$ cat config.mk
export PLATFORM = sky130hd
export DESIGN_NAME = or_reduce_seq
export DESIGN_NICKNAME = d
export VERILOG_FILES = /design/src/rtl/or_reduce_seq_pkg.sv /design/src/rtl/or_reduce_seq_or_gate.sv /design/src/rtl/or_reduce_seq.sv
export SDC_FILE = /design/constraint.sdc
export NUM_CORES = 1
export LEC_CHECK = 0
export CAP_MARGIN = 25
export CORE_UTILIZATION = 47
export CTS_CLUSTER_DIAMETER = 40
export DETAILED_ROUTE_END_ITERATION = 7
export PLACE_DENSITY_LB_ADDON = 0.15
export SETUP_SLACK_MARGIN = 0.4
export SYNTH_ARGS = -nofsm -noshare
export SYNTH_HDL_FRONTEND = slang
export SYNTH_HIERARCHICAL = 1
export SYNTH_SLANG_ARGS = --single-unit
export TNS_END_PERCENT = 1
$ cat constraint.sdc
create_clock -name clk -period 2.1 [get_ports clk]
set_input_delay 0.315 -clock clk [delete_from_list [all_inputs] [get_ports clk]]
set_output_delay 0.315 -clock clk [all_outputs]
set_load 0.02 [all_outputs]
$ cat src/rtl/or_reduce_seq_pkg.sv
// rtl/or_reduce_seq_pkg.sv - shared types for the bit-serial OR-reduction controller
package or_reduce_seq_pkg;

  // Controller states; S_IDLE doubles as the reset state
  typedef enum logic [1:0] {
    S_IDLE = 2'd0,
    S_RUN  = 2'd1,
    S_DONE = 2'd2
  } state_t;

endpackage

$ cat src/rtl/or_reduce_seq_or_gate.sv
// rtl/or_reduce_seq_or_gate.sv - 2-input OR gate shared as the accumulate datapath
module or_reduce_seq_or_gate (
  input  logic in0,
  input  logic in1,
  output logic y
);

  assign y = in0 | in1;

endmodule

$ cat src/rtl/or_reduce_seq.sv
// rtl/or_reduce_seq.sv - bit-serial OR-reduction controller; optional early exit via OR_REDUCE_SEQ_EARLY_EXIT_EN
module or_reduce_seq
  import or_reduce_seq_pkg::*;
#(
  parameter int WIDTH = 8,
  parameter int CW    = $clog2(WIDTH + 1)
) (
  input  logic             clk,
  input  logic             rst,
  input  logic             in_valid,
  output logic             in_ready,
  input  logic [WIDTH-1:0] in_data,
  output logic             out_valid,
  input  logic             out_ready,
  output logic             result,
  output logic [CW-1:0]    cycles,
  output logic             busy
);

  state_t           state;
  state_t           state_nxt;
  logic [WIDTH-1:0] sh;
  logic             acc;
  logic             acc_nxt;
  logic [CW-1:0]    cnt;
  logic             last_bit;
  logic             hit;

  // The only OR in the datapath: folds the current LSB into the accumulator
  or_reduce_seq_or_gate u_or_gate (
    .in0 (acc),
    .in1 (sh[0]),
    .y   (acc_nxt)
  );

  // cnt holds the number of bits already folded, so cnt==WIDTH-1 marks the final bit
  assign last_bit = (cnt == CW'(WIDTH - 1));

`ifdef OR_REDUCE_SEQ_EARLY_EXIT_EN
  // A set bit decides the result, so the scan can stop on it
  assign hit = sh[0];
`else
  assign hit = 1'b0;
`endif

  // State register
  always_ff @(posedge clk or posedge rst) begin
    if (rst) state <= S_IDLE;
    else     state <= state_nxt;
  end

  // Next-state logic: accept in IDLE, scan in RUN, hold in DONE until taken
  always_comb begin
    state_nxt = state;
    case (state)
      S_IDLE:  if (in_valid)          state_nxt = S_RUN;
      S_RUN:   if (last_bit || hit)   state_nxt = S_DONE;
      S_DONE:  if (out_ready)         state_nxt = S_IDLE;
      default:                        state_nxt = S_IDLE;
    endcase
  end

  // Handshake and status outputs decoded from the state alone
  always_comb begin
    in_ready  = (state == S_IDLE);
    out_valid = (state == S_DONE);
    busy      = (state == S_RUN) || (state == S_DONE);
  end

  assign result = acc;
  assign cycles = cnt;

  // Datapath: capture the word on accept, then shift one bit per RUN cycle
  always_ff @(posedge clk or posedge rst) begin
    if (rst) begin
      sh  <= '0;
      acc <= 1'b0;
      cnt <= '0;
    end else begin
      case (state)
        S_IDLE: begin
          if (in_valid) begin
            sh  <= in_data;
            acc <= 1'b0;
            cnt <= '0;
          end
        end
        S_RUN: begin
          acc <= acc_nxt;
          sh  <= sh >> 1;
          cnt <= cnt + CW'(1);
        end
        default: begin
        end
      endcase
    end
  end

endmodule

==> metrics.txt <==
H-Tree Depth=1; largest family of logic cells by synthesized area=simple AND/OR/NAND/NOR gates; drt wl/cell=between 10 and 15 um; initial antenna violation count=0; Net Count, Synth=94; xor and xnor fraction of the mapped netlist area=0%; die height=approximately 43 um; Synth Cell Area=around 800 um^2; Post-CTS Setup Inserts=0; sw frac=approximately 40%; IO Pins=20; Gate power share=53.2%; post-synthesis compound-gate area fraction=between 10% and 20%; Max Clock Freq=between 500 and 600 MHz; placed insts=between 100 and 150; DIE AREA=0.00184 mm^2; clock network fraction of total power=between 10% and 20%; post-route ant nets=0; global-route wire length before repair=2480 um; Net Sw Power=a little under 0.6 mW; WP data arrival=1.39 ns; Netlist cell types=21; fin crit share=between 80% and 90%; max_slew headroom=between 60% and 70%; Longest Clk Path Bufs=2; Synth Area per Inst=between 10 and 15 um^2; die width=roughly 43 um; clock latency at the later pin of the worst-skew pair=0.27 ns; register bit total from synthesis=15; Core ar.=0.00154 mm^2; mux contribution to synthesized area=a little under an eighth; setup TNS after final layout=0 ns; CTS tree=yes; post-synthesis sequential area ratio=47.6%; Port Buffers=19; Pre-antenna DRT Iters=4; largest net degree at the start of global routing=22; grt total ovfl=0; unrepaired setup endpoints after global routing=yes; DP HPWL=1130 um; area delta synth->final=30.0%; drt initial violations=15; Int Pwr=between 0.8 and 0.9 mW; endpoints failing setup=0; layout cells sized above 1=between 7 and 8%; worst path required time=around 1.8 ns; fin util=66.5%; Sequential Power Share=approximately 36%; max-slew violations=0; Synth top area share=between 40% and 50%; CP Capture Type=primary output; Yosys warnings=6; simple-gate portion of the synthesized area=between 10% and 20%; cts repair resizes=2; Root Buffer Master=clkbuf_4; Total GRT Usage=between 10% and 20%; Power Total=~1.4 mW; clk_skew=0.00101 ns; adder-cell area share of the yosys netlist=under 10%; RePlAce Congestion=slightly below 0.8; final hold vios=0; Routed WL=about 1400 um; clk slew on worst S/H paths=roughly 0.090 ns; measured slew at the worst slew-check pin=about 0.57 ns; FP Rows=14; VDD IR max=a little under 0.0007 V; status=finished, final reports clean; fin crit period=between 1.5 and 2 ns; pwr/cell area=1400 mW/mm^2; Initial Utilization=between 50% and 60%; Post-Synthesis Cells=77; path type of the worst min-delay path=in2async; Synth area leader=dfrtp_1; Reg2Reg Depth=5; critical path startpoint category=flop; TritonCTS Sinks=15; hold_buf cts=0; Num CTS Buffers=3; post-route insts no fill=approximately 120; vias in the first global route=between 500 and 600; # nets final=117; via-per-instance ratio=approximately 5.5; Max FO, Critical Path=5; Synth area leaders=dfrtp_1 48%, mux2i_1 10%, ha_1 7.9%, nand2_1 6.2%, o21ai_0 5.7%; Crit Path Category=reg2out; DRC Markers=0; Via Count=approximately 630; Leak Pwr=about 0.48 nW; ant diodes=0; max cap viols=0
area by class of cell:
class / instances / area [um^2]
inverters: 4 / 15.0
repair buffers: 22 / 213
multi-input cells: 54 / 375
clock buffers: 4 / 26.3
fillers: 140 / 517
well taps: 16 / 20.0
flip-flops and latches: 15 / 375
worst max-delay path: stages (launching register included):
cell and delay, ns:
dfrtp_1 0.41, inv_1 0.11, ha_1 0.25, dlygate4sd2_1 0.35
state kept, by name (all words and copies together), names as in the netlist:
name and count:
result 1, state 2, cycles 4, sh 8
power groups by stage:
stage / clock network, mW / logic, mW / registers (mW)
2_1_floorplan: 0 / 0.505 / 0.541
4_1_cts: 0.166 / 0.783 / 0.513
3_3_place_gp: 0 / 0.783 / 0.508
5_1_grt: 0.184 / 0.848 / 0.532
3_5_place_dp: 0 / 0.804 / 0.519
6_report: 0.160 / 0.765 / 0.513
logic make-up (layout without fill, tap and decap cells):
family,count (synthesis),count (layout)
and+or+nand+nor,26,26
DFF,15,15
AOI/OAI and AO/OA,14,14
muxes,9,9
buffers and inverters,8,30
adders and majority gates,5,5
worst paths after layout:
check / startpoint / endpoint / slack, ns
setup reg to reg: state[0]$_DFFE_PP0P_ / cycles[3]$_DFFE_PP0P_ / 0.53
hold / removal: rst / sh[7]$_DFFE_PP0P_ / 0.39
max in group asynchronous: rst / cycles[0]$_DFFE_PP0P_ / 1.35
min in group clk: sh[0]$_DFFE_PP0P_ / sh[0]$_DFFE_PP0P_ / 0.50
setup / recovery: state[1]$_DFFE_PP0P_ / in_ready / 0.40
hold reg to reg: sh[0]$_DFFE_PP0P_ / sh[0]$_DFFE_PP0P_ / 0.50
cells in the mapped netlist:
cell type / n
dfrtp_1: 15
nand2_1: 13
o21ai_0: 9
mux2i_1: 8
ha_1: 5
inv_1: 4
nand3_1: 4
buf_2: 3
a32o_1: 2
nand2b_1: 2
nand3b_1: 2
a211oi_1: 1
a221oi_1: 1
a2bb2oi_1: 1
buf_4: 1
mux2_2: 1
nand4b_1: 1
nor2_1: 1
nor2b_1: 1
or2_1: 1
or4b_1: 1
per-stage QoR:
stage               cell area, um^2  hold WS, ns  setup WS [ns]
floorplan                       788        0.216          0.485
global placement                998        0.462          0.447
detailed placement              998        0.476          0.416
CTS                            1020        0.405          0.229
global route                   1020        0.440          0.326
finish                         1020        0.385          0.397
metal layers:
layer	wire length (um)	track usage, %	up-vias	part of all wire [%]
met5	0	0	-	0
met4	9	7.27	0	0.63
met3	55	3.83	2	3.8
met2	717	31.8	17	50
met1	656	22.6	298	46
li1	-	-	310	-
cell usage in the layout, fill, tap and decap left out, types with 3 or more instances in the layout:
cell / instances
inv_1: 4
ha_1: 5
clkdlybuf4s50_1: 16
nand3_1: 4
o21ai_0: 9
nand2_1: 13
dfrtp_1: 15
buf_4: 3
mux2i_1: 8
clkbuf_4: 3
No activity file was read; power rests on OpenSTA's default activity.
==> RTL change (config.mk and constraints unchanged) <==
The option `OR_REDUCE_SEQ_EARLY_EXIT_EN` is turned on by a define.
--- a/src/rtl/or_reduce_seq.sv
+++ b/src/rtl/or_reduce_seq.sv
@@ -1,4 +1,6 @@
 // rtl/or_reduce_seq.sv - bit-serial OR-reduction controller; optional early exit via OR_REDUCE_SEQ_EARLY_EXIT_EN
+`define OR_REDUCE_SEQ_EARLY_EXIT_EN
+
 module or_reduce_seq
   import or_reduce_seq_pkg::*;
 #(
Formal check against the unedited RTL: not equivalent (Yosys sat finds a counterexample within 4 cycles, from zero or initial values and one cycle with rst high).
==> RTL change against the original RTL <==
- total power up 4.6%
- combinational power up 7.3%
- worst hold slack worse by 0.013 ns
- design area down 0.98%
- wire length down 4.6%
- synthesized area down 1.7%
- sequential cell count unchanged
- die area down 1.6%
- sequential power up 2%
- non-clock buffer count unchanged
- worst setup slack worse by 0.14 ns
- critical path type unchanged
==> RTL change: results (changes against the original RTL) <==
* Status: completed
* Dominant cells by area after synthesis: dfrtp_1 (48%), mux2i_1 (10%), ha_1 (6.5%), o21ai_0 (5.8%), nand2_1 (5.8%)
* Synthesis warning total at 6 (unchanged)
* Tot GR Track Use at 18.3% (-0.22 points)
* CP max FO at 3 (-2)
* Post-synth top cells: dfrtp_1 (15), nand2_1 (12), o21ai_0 (9)
* P_leak at 0.467 nW (-3.0%)
* Wire length per cell at 12.1 microns (-2.9%)
* Vias in the first global route at 562 (-6.0%)
* TritonRoute pass-1 iters at 2 (-2)
* Seq/Total Area, Yosys at 48.5% (+0.85 points)
* Worst VDD drop at 0.743 mV (+9.2%)
* DPL Wire Length at 1040 microns (-8.2%)
* Synth Area in Compound Gates at 11.8% (+0.36 points)
* Worst-Margin Slew at 0.560 ns (-0.00569 ns)
* Fill cells at 113 (-19%)
* Detailed Route Iter0 Violations at 7 (-8)
* Crit path DAT at 1.52 ns (+0.13 ns)
* Adder-Cell Fraction of Synth Area at 6.46% (-1.5 points)
* Post-Syn Nets at 91 (-3.2%)
* Initial core utilization at 50.8% (-0.32 points)
* Crit path max-delay cell type: clkdlybuf4s50_1
* First-pass GRT wire length at 2480 microns (-0.28%)
* Vias/cell at 5.29 (-2.9%)
* Clock skew at 0.00671 ns (+0.00570 ns)
* Root buf cell: clkbuf_4
* Final net count at 114 (-2.6%)
* Mux cell area share after synthesis at 11.8% (+0.21 points)
* Post-DP Area at 986 sq um (-1.3%)
* Max reg flops at 8 (unchanged)
* # resized after CTS at 1 (-1)
* Gpl congestion at 0.766 (-2.6%)
## RTL change: cells by family (layout without fill, tap and decap cells)
family / Yosys count / count (layout)
flops: 15 / 15
fa+ha+maj: 4 / 4
simple gates: 25 / 25
compound gates: 14 / 14
buf+inv: 8 / 30
mux: 9 / 9
## RTL change: where the power goes
| group | switching, mW | internal (mW) | total [mW] | leakage (nW) |
|---|---|---|---|---|
| Sequential | 0.0952 | 0.426 | 0.521 | 0.190 |
| Clock | 0.0921 | 0.0707 | 0.163 | 0.0177 |
| Combinational | 0.423 | 0.398 | 0.821 | 0.259 |
## RTL change: final timing paths
check | start | to | slack [ns] | cells past startpoint
worst max-delay path | state[0] | out_valid | 0.26 | 3
worst min-delay path | rst | sh[0] | 0.37 | 2
worst min register to register | sh[2] | sh[2] | 0.49 | 2
max in group asynchronous | rst | state[1] | 1.36 | 2
min in group clk | sh[2] | sh[2] | 0.49 | 2
worst max register to register | state[1] | cycles[3] | 0.49 | 5
## RTL change: area by class of cell
class                   instances  area, sq um  share of cell area, %
clock buffers                   3         22.5                   2.22
clock inverters                 1         5.00                  0.493
inverters                       4         15.0                   1.48
multi-input cells              52          363                   35.8
flip-flops and latches         15          375                   37.0
well taps                      16         20.0                   1.97
repair buffers                 22          214                   21.1
## RTL change: stage by stage
step / cells / setup slack, ns
after CTS: 113 / 0.158
after global placement: 109 / 0.459
after floorplan: 75 / 0.518
final: 113 / 0.260
after global routing: 113 / 0.174
after detailed placement: 109 / 0.449
## RTL change: routing by layer
layer	track usage (%)	vias to the layer above	share of wire [%]	wire, microns
li1	-	308	-	-
met1	26.5	279	48	652
met2	26.5	9	49	674
met3	3.88	2	2.6	36
met4	7.50	0	0.66	9
met5	0	-	0	0
